### src/rtl/ps2_note_pkg.sv
// Shared types and constants for the PS/2 note decoder: frame states, scan
// code prefixes and the set-2 key map onto the 25-note chromatic range.
package ps2_note_pkg;

  typedef enum logic [1:0] {
    IDLE,
    DATA,
    PARITY,
    STOP
  } frame_state_e;

  localparam logic [7:0] SC_EXT    = 8'hE0;
  localparam logic [7:0] SC_BREAK  = 8'hF0;
  localparam logic [4:0] NOTE_NONE = 5'd31;

  typedef struct packed {
    logic       hit;
    logic [4:0] note;
  } key_map_t;

  function automatic key_map_t key_map(input logic [7:0] code);
    key_map_t km;
    km.hit  = 1'b1;
    km.note = NOTE_NONE;
    case (code)
      8'h1A: km.note = 5'd0;
      8'h1B: km.note = 5'd1;
      8'h22: km.note = 5'd2;
      8'h23: km.note = 5'd3;
      8'h21: km.note = 5'd4;
      8'h2A: km.note = 5'd5;
      8'h34: km.note = 5'd6;
      8'h32: km.note = 5'd7;
      8'h33: km.note = 5'd8;
      8'h31: km.note = 5'd9;
      8'h3B: km.note = 5'd10;
      8'h3A: km.note = 5'd11;
      8'h15: km.note = 5'd12;
      8'h1E: km.note = 5'd13;
      8'h1D: km.note = 5'd14;
      8'h26: km.note = 5'd15;
      8'h24: km.note = 5'd16;
      8'h2D: km.note = 5'd17;
      8'h2E: km.note = 5'd18;
      8'h2C: km.note = 5'd19;
      8'h36: km.note = 5'd20;
      8'h35: km.note = 5'd21;
      8'h3D: km.note = 5'd22;
      8'h3C: km.note = 5'd23;
      8'h43: km.note = 5'd24;
      default: km.hit = 1'b0;
    endcase
    return km;
  endfunction

endpackage

### src/rtl/ps2_frame_rx.sv
// PS/2 device-to-host frame receiver: synchronises the raw lines, samples on
// PS/2 clock falling edges, checks odd parity and stop bit, aborts stalled frames.
module ps2_frame_rx
  import ps2_note_pkg::*;
#(
  parameter int TIMEOUT_CYC = 20000
) (
  input  logic       clk,
  input  logic       rst_n,
  input  logic       ps2_clk,
  input  logic       ps2_data,
  output logic [7:0] rx_byte,
  output logic       byte_vld,
  output logic       frame_err
);

  localparam int TW = $clog2(TIMEOUT_CYC + 1);
  localparam logic [TW-1:0] TMO_LAST = TW'(TIMEOUT_CYC - 1);

  logic          ps2_clk_p0, ps2_clk_p1, ps2_clk_p2;
  logic          ps2_data_p0, ps2_data_p1;
  logic          fall;
  logic          bit_in;
  logic          timeout;
  frame_state_e  state;
  logic [2:0]    bit_cnt;
  logic          par_acc;
  logic          par_ok;
  logic [TW-1:0] tmo_cnt;

  // Synchroniser stages; idle-high lines reset to 1 so no false edge appears.
  always_ff @(posedge clk or negedge rst_n) begin
    if (!rst_n) begin
      ps2_clk_p0  <= 1'b1;
      ps2_clk_p1  <= 1'b1;
      ps2_clk_p2  <= 1'b1;
      ps2_data_p0 <= 1'b1;
      ps2_data_p1 <= 1'b1;
    end else begin
      ps2_clk_p0  <= ps2_clk;
      ps2_clk_p1  <= ps2_clk_p0;
      ps2_clk_p2  <= ps2_clk_p1;
      ps2_data_p0 <= ps2_data;
      ps2_data_p1 <= ps2_data_p0;
    end
  end

  assign fall    = ps2_clk_p2 & ~ps2_clk_p1;
  assign bit_in  = ps2_data_p1;
  assign timeout = (state != IDLE) && !fall && (tmo_cnt == TMO_LAST);

  // Frame FSM stage: byte_vld and frame_err are single-cycle strobes.
  always_ff @(posedge clk or negedge rst_n) begin
    if (!rst_n) begin
      state     <= IDLE;
      bit_cnt   <= '0;
      par_acc   <= 1'b0;
      par_ok    <= 1'b0;
      tmo_cnt   <= '0;
      byte_vld  <= 1'b0;
      frame_err <= 1'b0;
    end else begin
      byte_vld  <= 1'b0;
      frame_err <= 1'b0;
      if (state == IDLE || fall) tmo_cnt <= '0;
      else                       tmo_cnt <= tmo_cnt + 1'b1;

      if (timeout) begin
        state     <= IDLE;
        frame_err <= 1'b1;
      end else if (fall) begin
        case (state)
          IDLE: begin
            if (!bit_in) begin
              state   <= DATA;
              bit_cnt <= '0;
              par_acc <= 1'b0;
            end
          end
          DATA: begin
            par_acc <= par_acc ^ bit_in;
            bit_cnt <= bit_cnt + 1'b1;
            if (bit_cnt == 3'd7) state <= PARITY;
          end
          PARITY: begin
            par_ok <= par_acc ^ bit_in;
            state  <= STOP;
          end
          STOP: begin
            if (bit_in && par_ok) byte_vld  <= 1'b1;
            else                  frame_err <= 1'b1;
            state <= IDLE;
          end
          default: state <= IDLE;
        endcase
      end
    end
  end

  // Data shift register carries no reset; it is only read under byte_vld.
  always_ff @(posedge clk) begin
    if (fall && state == DATA) rx_byte <= {bit_in, rx_byte[7:1]};
  end

endmodule

### src/rtl/ps2_note_decoder.sv
// PS/2 keyboard to note index: decodes set-2 make/break sequences into the
// last-pressed held note with key_on/key_off strobes.
module ps2_note_decoder
  import ps2_note_pkg::*;
#(
  parameter int TIMEOUT_CYC = 20000
) (
  input  logic       clk,
  input  logic       rst_n,
  input  logic       ps2_clk,
  input  logic       ps2_data,
  output logic [4:0] note,
  output logic       note_valid,
  output logic       key_on,
  output logic       key_off,
  output logic       frame_err
);

  logic [7:0] rx_byte;
  logic       byte_vld;
  logic       ext_flag;
  logic       brk_flag;
  key_map_t   km;

  ps2_frame_rx #(
    .TIMEOUT_CYC (TIMEOUT_CYC)
  ) u_frame_rx (
    .clk       (clk),
    .rst_n     (rst_n),
    .ps2_clk   (ps2_clk),
    .ps2_data  (ps2_data),
    .rx_byte   (rx_byte),
    .byte_vld  (byte_vld),
    .frame_err (frame_err)
  );

  assign km = key_map(rx_byte);

  // Decode stage: prefixes arm flags, any other byte consumes and clears them.
  always_ff @(posedge clk or negedge rst_n) begin
    if (!rst_n) begin
      note       <= NOTE_NONE;
      note_valid <= 1'b0;
      key_on     <= 1'b0;
      key_off    <= 1'b0;
      ext_flag   <= 1'b0;
      brk_flag   <= 1'b0;
    end else begin
      key_on  <= 1'b0;
      key_off <= 1'b0;
      if (byte_vld) begin
        if (rx_byte == SC_EXT) begin
          ext_flag <= 1'b1;
        end else if (rx_byte == SC_BREAK) begin
          brk_flag <= 1'b1;
        end else begin
          ext_flag <= 1'b0;
          brk_flag <= 1'b0;
          if (!ext_flag && km.hit) begin
            if (brk_flag) begin
              if (km.note == note) begin
                note       <= NOTE_NONE;
                note_valid <= 1'b0;
                key_off    <= 1'b1;
              end
            end else if (km.note != note) begin
              note       <= km.note;
              note_valid <= 1'b1;
              key_on     <= 1'b1;
            end
          end
        end
      end
    end
  end

endmodule

### config.mk
export PLATFORM = sky130hd
export DESIGN_NAME = ps2_note_decoder
export DESIGN_NICKNAME = d
export VERILOG_FILES = /design/src/rtl/ps2_note_pkg.sv /design/src/rtl/ps2_frame_rx.sv /design/src/rtl/ps2_note_decoder.sv
export SDC_FILE = /design/constraint.sdc
export NUM_CORES = 1
export LEC_CHECK = 0
export CORE_MARGIN = 2
export CORE_UTILIZATION = 35
export CTS_BUF_LIST = sky130_fd_sc_hd__clkbuf_16
export DETAILED_ROUTE_END_ITERATION = 6
export MAX_ROUTING_LAYER = met4
export PLACE_DENSITY = 0.6
export SLEW_MARGIN = 15
export SYNTH_ARGS = -nofsm -noshare
export SYNTH_HDL_FRONTEND = slang
export SYNTH_HIERARCHICAL = 1
export SYNTH_SLANG_ARGS = --single-unit
### constraint.sdc
create_clock -name clk -period 3.1 [get_ports clk]
set_input_delay 0.31 -clock clk [delete_from_list [all_inputs] [get_ports clk]]
set_output_delay 0.31 -clock clk [all_outputs]
set_load 0.01 [all_outputs]
==> impl_metrics.env <==
export IMPL_wl_per_cell_um=13.7
export IMPL_synth_xor_area_share_pct=5.45
export IMPL_hold_path_class="primary input to async pin"
export IMPL_vias=2251
export IMPL_combPwrFrac_pct=28.6
export IMPL_cts_num_sinks=47
export IMPL_yosys_area_share_simple_pct=25.4
export IMPL_p_int_mw=1.30
export IMPL_ys_types=57
export IMPL_violations="negative setup slack"
export IMPL_dr_pass1_iters=4
export IMPL_initial_core_util_pct=35.7
export IMPL_seq_area_um2=1230
export IMPL_swShare_pct=33.2
export IMPL_cp_end_kind="flip-flop"
export IMPL_finalNetCount=341
export IMPL_max_freq_mhz=316
export IMPL_initialDrtViolationCount=83
export IMPL_synth_edf_count=8
export IMPL_syn_num_nets=294
export IMPL_timing_rr_end="note_valid$_DFFE_PN0P_"
export IMPL_reg2reg_depth=10
export IMPL_core_um2=7650
export IMPL_cp_slowest_cell="or4b_4"
export IMPL_antenna_left=0
export IMPL_antenna_found_initial=0
export IMPL_drv_slew=0
export IMPL_rows=32
export IMPL_p_total_mw=1.94
export IMPL_ios=13
export IMPL_fp_dieH_um=92.3
export IMPL_hold_buffers=0
export IMPL_cap_violations=0
export IMPL_ys_seq_elements=47
export IMPL_finalSetupViolations=5
export IMPL_avgSynthCellArea_um2=9.75
export IMPL_relSlewSlack_pct=44.3
export IMPL_portBuffers=12
export IMPL_period_share_pct=102
export IMPL_via_per_inst=5.23
export IMPL_grt_max_degree=40
export IMPL_grt_pass1_wl_um=10100
export IMPL_synth_cells=280
export IMPL_cts_tree="built"
export IMPL_yosysSeqAreaShare_pct=45.0
export IMPL_hold_viol_final=0
export IMPL_dp_hpwl_um=4140
export IMPL_clockBufferDepth=2
export IMPL_cp_required_ns=3.27
export IMPL_power_share_clock_pct=27.4
export IMPL_place_congestion=0.886
export IMPL_synth_fa_ha_area_share_pct=4.58
export IMPL_clockRootBuffer="clkbuf_16"
export IMPL_clk_latency_ns=0.29
export IMPL_synthFlopType="dfrtp_1"
export IMPL_synth_area_um2=2730
export IMPL_antennaDiodeCount=0
export IMPL_skew_ns=0.00547
export IMPL_clkTransAtPathRegs_ns=0.07
export IMPL_drive_gt1_share_pct=26.2
export IMPL_p_switching_mw=0.645
export IMPL_synthArstFlopShare_pct=83.0
export IMPL_overflow=0
export IMPL_tightest_slew_ns=0.835
export IMPL_cts_htree_levels=2
export IMPL_multi_input_area_um2=1490
export IMPL_cp_cell_sequence="or4b_4 -> a21oi_4 -> o21a_2 -> nor3_4 -> a311oi_2 -> xor2_1 -> nand3_2 -> ha_4 -> nor4_4 -> mux2_2"
export IMPL_cts_buffers=5
export IMPL_drt_wl_total_um=5880
export IMPL_ir_drop_uv=367
export IMPL_power_frac_seq_pct=43.9
export IMPL_setup_worst_path_start="u_frame_rx/rx_byte[1]$_DFFE_PP_"
export IMPL_cp_max_fo=8
export IMPL_worstPathArrival_ns=3.33
export IMPL_crit_type="flip-flop to flip-flop"
export IMPL_syn_to_final_growth_pct=26.4
export IMPL_dp_worst_setup_slack_ns=-0.0590
export IMPL_synth_compound_area_share_pct=14.7
export IMPL_fill_cells=728
export IMPL_r2r_start="u_frame_rx/rx_byte[1]$_DFFE_PP_"
export IMPL_ff2ff_setup_slack_ns=-0.06
export IMPL_final_core_util_pct=45.1
export IMPL_dieWidth_um=92.3
export IMPL_setup_ws_ns=-0.0607
export IMPL_p_leak_nw=1.39
export IMPL_powerDensity_nw_per_um2=562
export IMPL_status="complete, but fails checks"
export IMPL_grt_pass1_vias=2240
export IMPL_rsz0062_at_grt="true"
export IMPL_synth_area_mux_share_pct=0.825
export IMPL_synth_top_family_by_area="simple AND/OR/NAND/NOR gates"
export IMPL_dieArea_um2=8530
export IMPL_start_kind="flip-flop"
export IMPL_crit_path_end="note_valid$_DFFE_PN0P_"
export IMPL_yosysWarnings=6
export IMPL_critPathMaxStageDelay_ns=0.54
export IMPL_grt_usage_pct=14.8
export IMPL_drc=0
export IMPL_min_period_ns=3.16
cell type report:
cell class	count	area share, %
Clock buffer	5	3.62
Clock inverter	3	0.544
Inverter	11	1.20
Multi-Input combinational cell	209	43.1
Sequential cell	47	35.6
Tap cell	102	3.70
Timing Repair Buffer	53	12.3
metrics by stage:
stage	TNS [ns]	instance area (um2)	hold slack, ns	cells
floorplan	0	2730	0.0144	280
global placement	-0.204	3120	0.346	410
detailed placement	-0.229	3120	0.349	410
CTS	0	3290	0.156	421
global route	-1.01	3450	0.197	430
finish	-0.127	3450	0.113	430
flip-flops by register name, indices dropped and copies added, names as in the netlist:
name / cells
u_frame_rx/tmo_cnt: 15
u_frame_rx/rx_byte: 8
note: 5
u_frame_rx/bit_cnt: 3
u_frame_rx/state: 2
brk_flag: 1
ext_flag: 1
key_off: 1
key_on: 1
note_valid: 1
u_frame_rx/bit_in: 1
u_frame_rx/byte_vld: 1
u_frame_rx/frame_err: 1
u_frame_rx/par_acc: 1
u_frame_rx/par_ok: 1
u_frame_rx/ps2_clk_p0: 1
u_frame_rx/ps2_clk_p1: 1
u_frame_rx/ps2_clk_p2: 1
u_frame_rx/ps2_data_p0: 1
worst min path at each step:
stage                                           end  slack (ns)  cells past startpoint
floorplan                      brk_flag$_DFFE_PN0P_        0.01                      0
detailed placement      u_frame_rx/bit_in$_DFF_PN1_        0.35                      0
finish              u_frame_rx/tmo_cnt[6]$_DFF_PN0_        0.11                      1
global route        u_frame_rx/tmo_cnt[3]$_DFF_PN0_        0.20                      1
CTS                 u_frame_rx/tmo_cnt[2]$_DFF_PN0_        0.16                      1
global placement        u_frame_rx/bit_in$_DFF_PN1_        0.35                      0
metal layers:
layer | track usage [%] | vias to the layer above | share of wire [%]
met5 | - | - | 0
met1 | 18.8 | 1090 | 45
met2 | 24.2 | 33 | 51
li1 | - | 1117 | -
met3 | 2.60 | 11 | 2.8
met4 | 4.98 | 0 | 1.3
cells by family after synthesis:
kind of cell / count (synthesis)
xor+xnor: 17
compound gates: 55
fa+ha+maj: 10
mux: 2
buf+inv: 24
flops: 47
simple gates: 125
power by group through the flow:
stage               Clock (mW)  Combinational [mW]  Sequential [mW]
floorplan                    0               0.361            0.839
global placement             0               0.507            0.860
detailed placement           0               0.515            0.864
CTS                      0.555               0.522            0.854
global route             0.575               0.641            0.873
finish                   0.532               0.556            0.853
layout by cell type (no fill, tap or decap), types with 2 or more instances in the layout:
cell / count
nor3_1: 11
xor2_1: 7
buf_4: 39
nor4_1: 5
clkdlybuf4s50_1: 11
dfrtp_1: 29
nand2_1: 15
o22ai_1: 2
inv_1: 11
o211ai_1: 5
a21o_1: 2
nand3b_1: 2
nor2_1: 34
buf_2: 2
ha_1: 9
nor3b_2: 3
a21oi_1: 10
nand3_1: 12
or3b_2: 2
and2_1: 4
nor2b_1: 5
dfstp_2: 10
edfxtp_1: 8
clkbuf_16: 5
a31oi_1: 4
o21ai_0: 8
a32o_1: 2
and3_1: 5
a211oi_1: 2
nand4_1: 8
xnor2_1: 10
nand2b_1: 4
mux2_2: 2
a31o_1: 2
what timing repair did:
item	CTS	global route
endpoints found under the setup margin	6	6
pin swaps	2	7
cloned	1	0
buffers inserted	2	9
resized for setup	2	16
synth_stat cells, types with 8 or more instances:
cell type,instances,area (um2)
nor2_1,34,128
dfrtp_1,29,726
nand2_1,15,56.3
nand3_1,14,70.1
a21oi_1,11,55.1
inv_1,11,41.3
nor3_1,11,55.1
dfstp_2,10,263
ha_1,10,125
xnor2_1,10,87.6
o21ai_0,9,45.0
edfxtp_1,8,240
nand4_1,8,50.1
worst max-delay path: cells and delay by family, from the launching register on:
kind | cells | cell delay [ns]
simple gates | 4 | 1.03
compound gates | 3 | 0.63
flops | 1 | 0.49
mux | 1 | 0.37
xor+xnor | 1 | 0.28
fa+ha+maj | 1 | 0.24
Note: power is estimated with default switching activity, not from simulation.
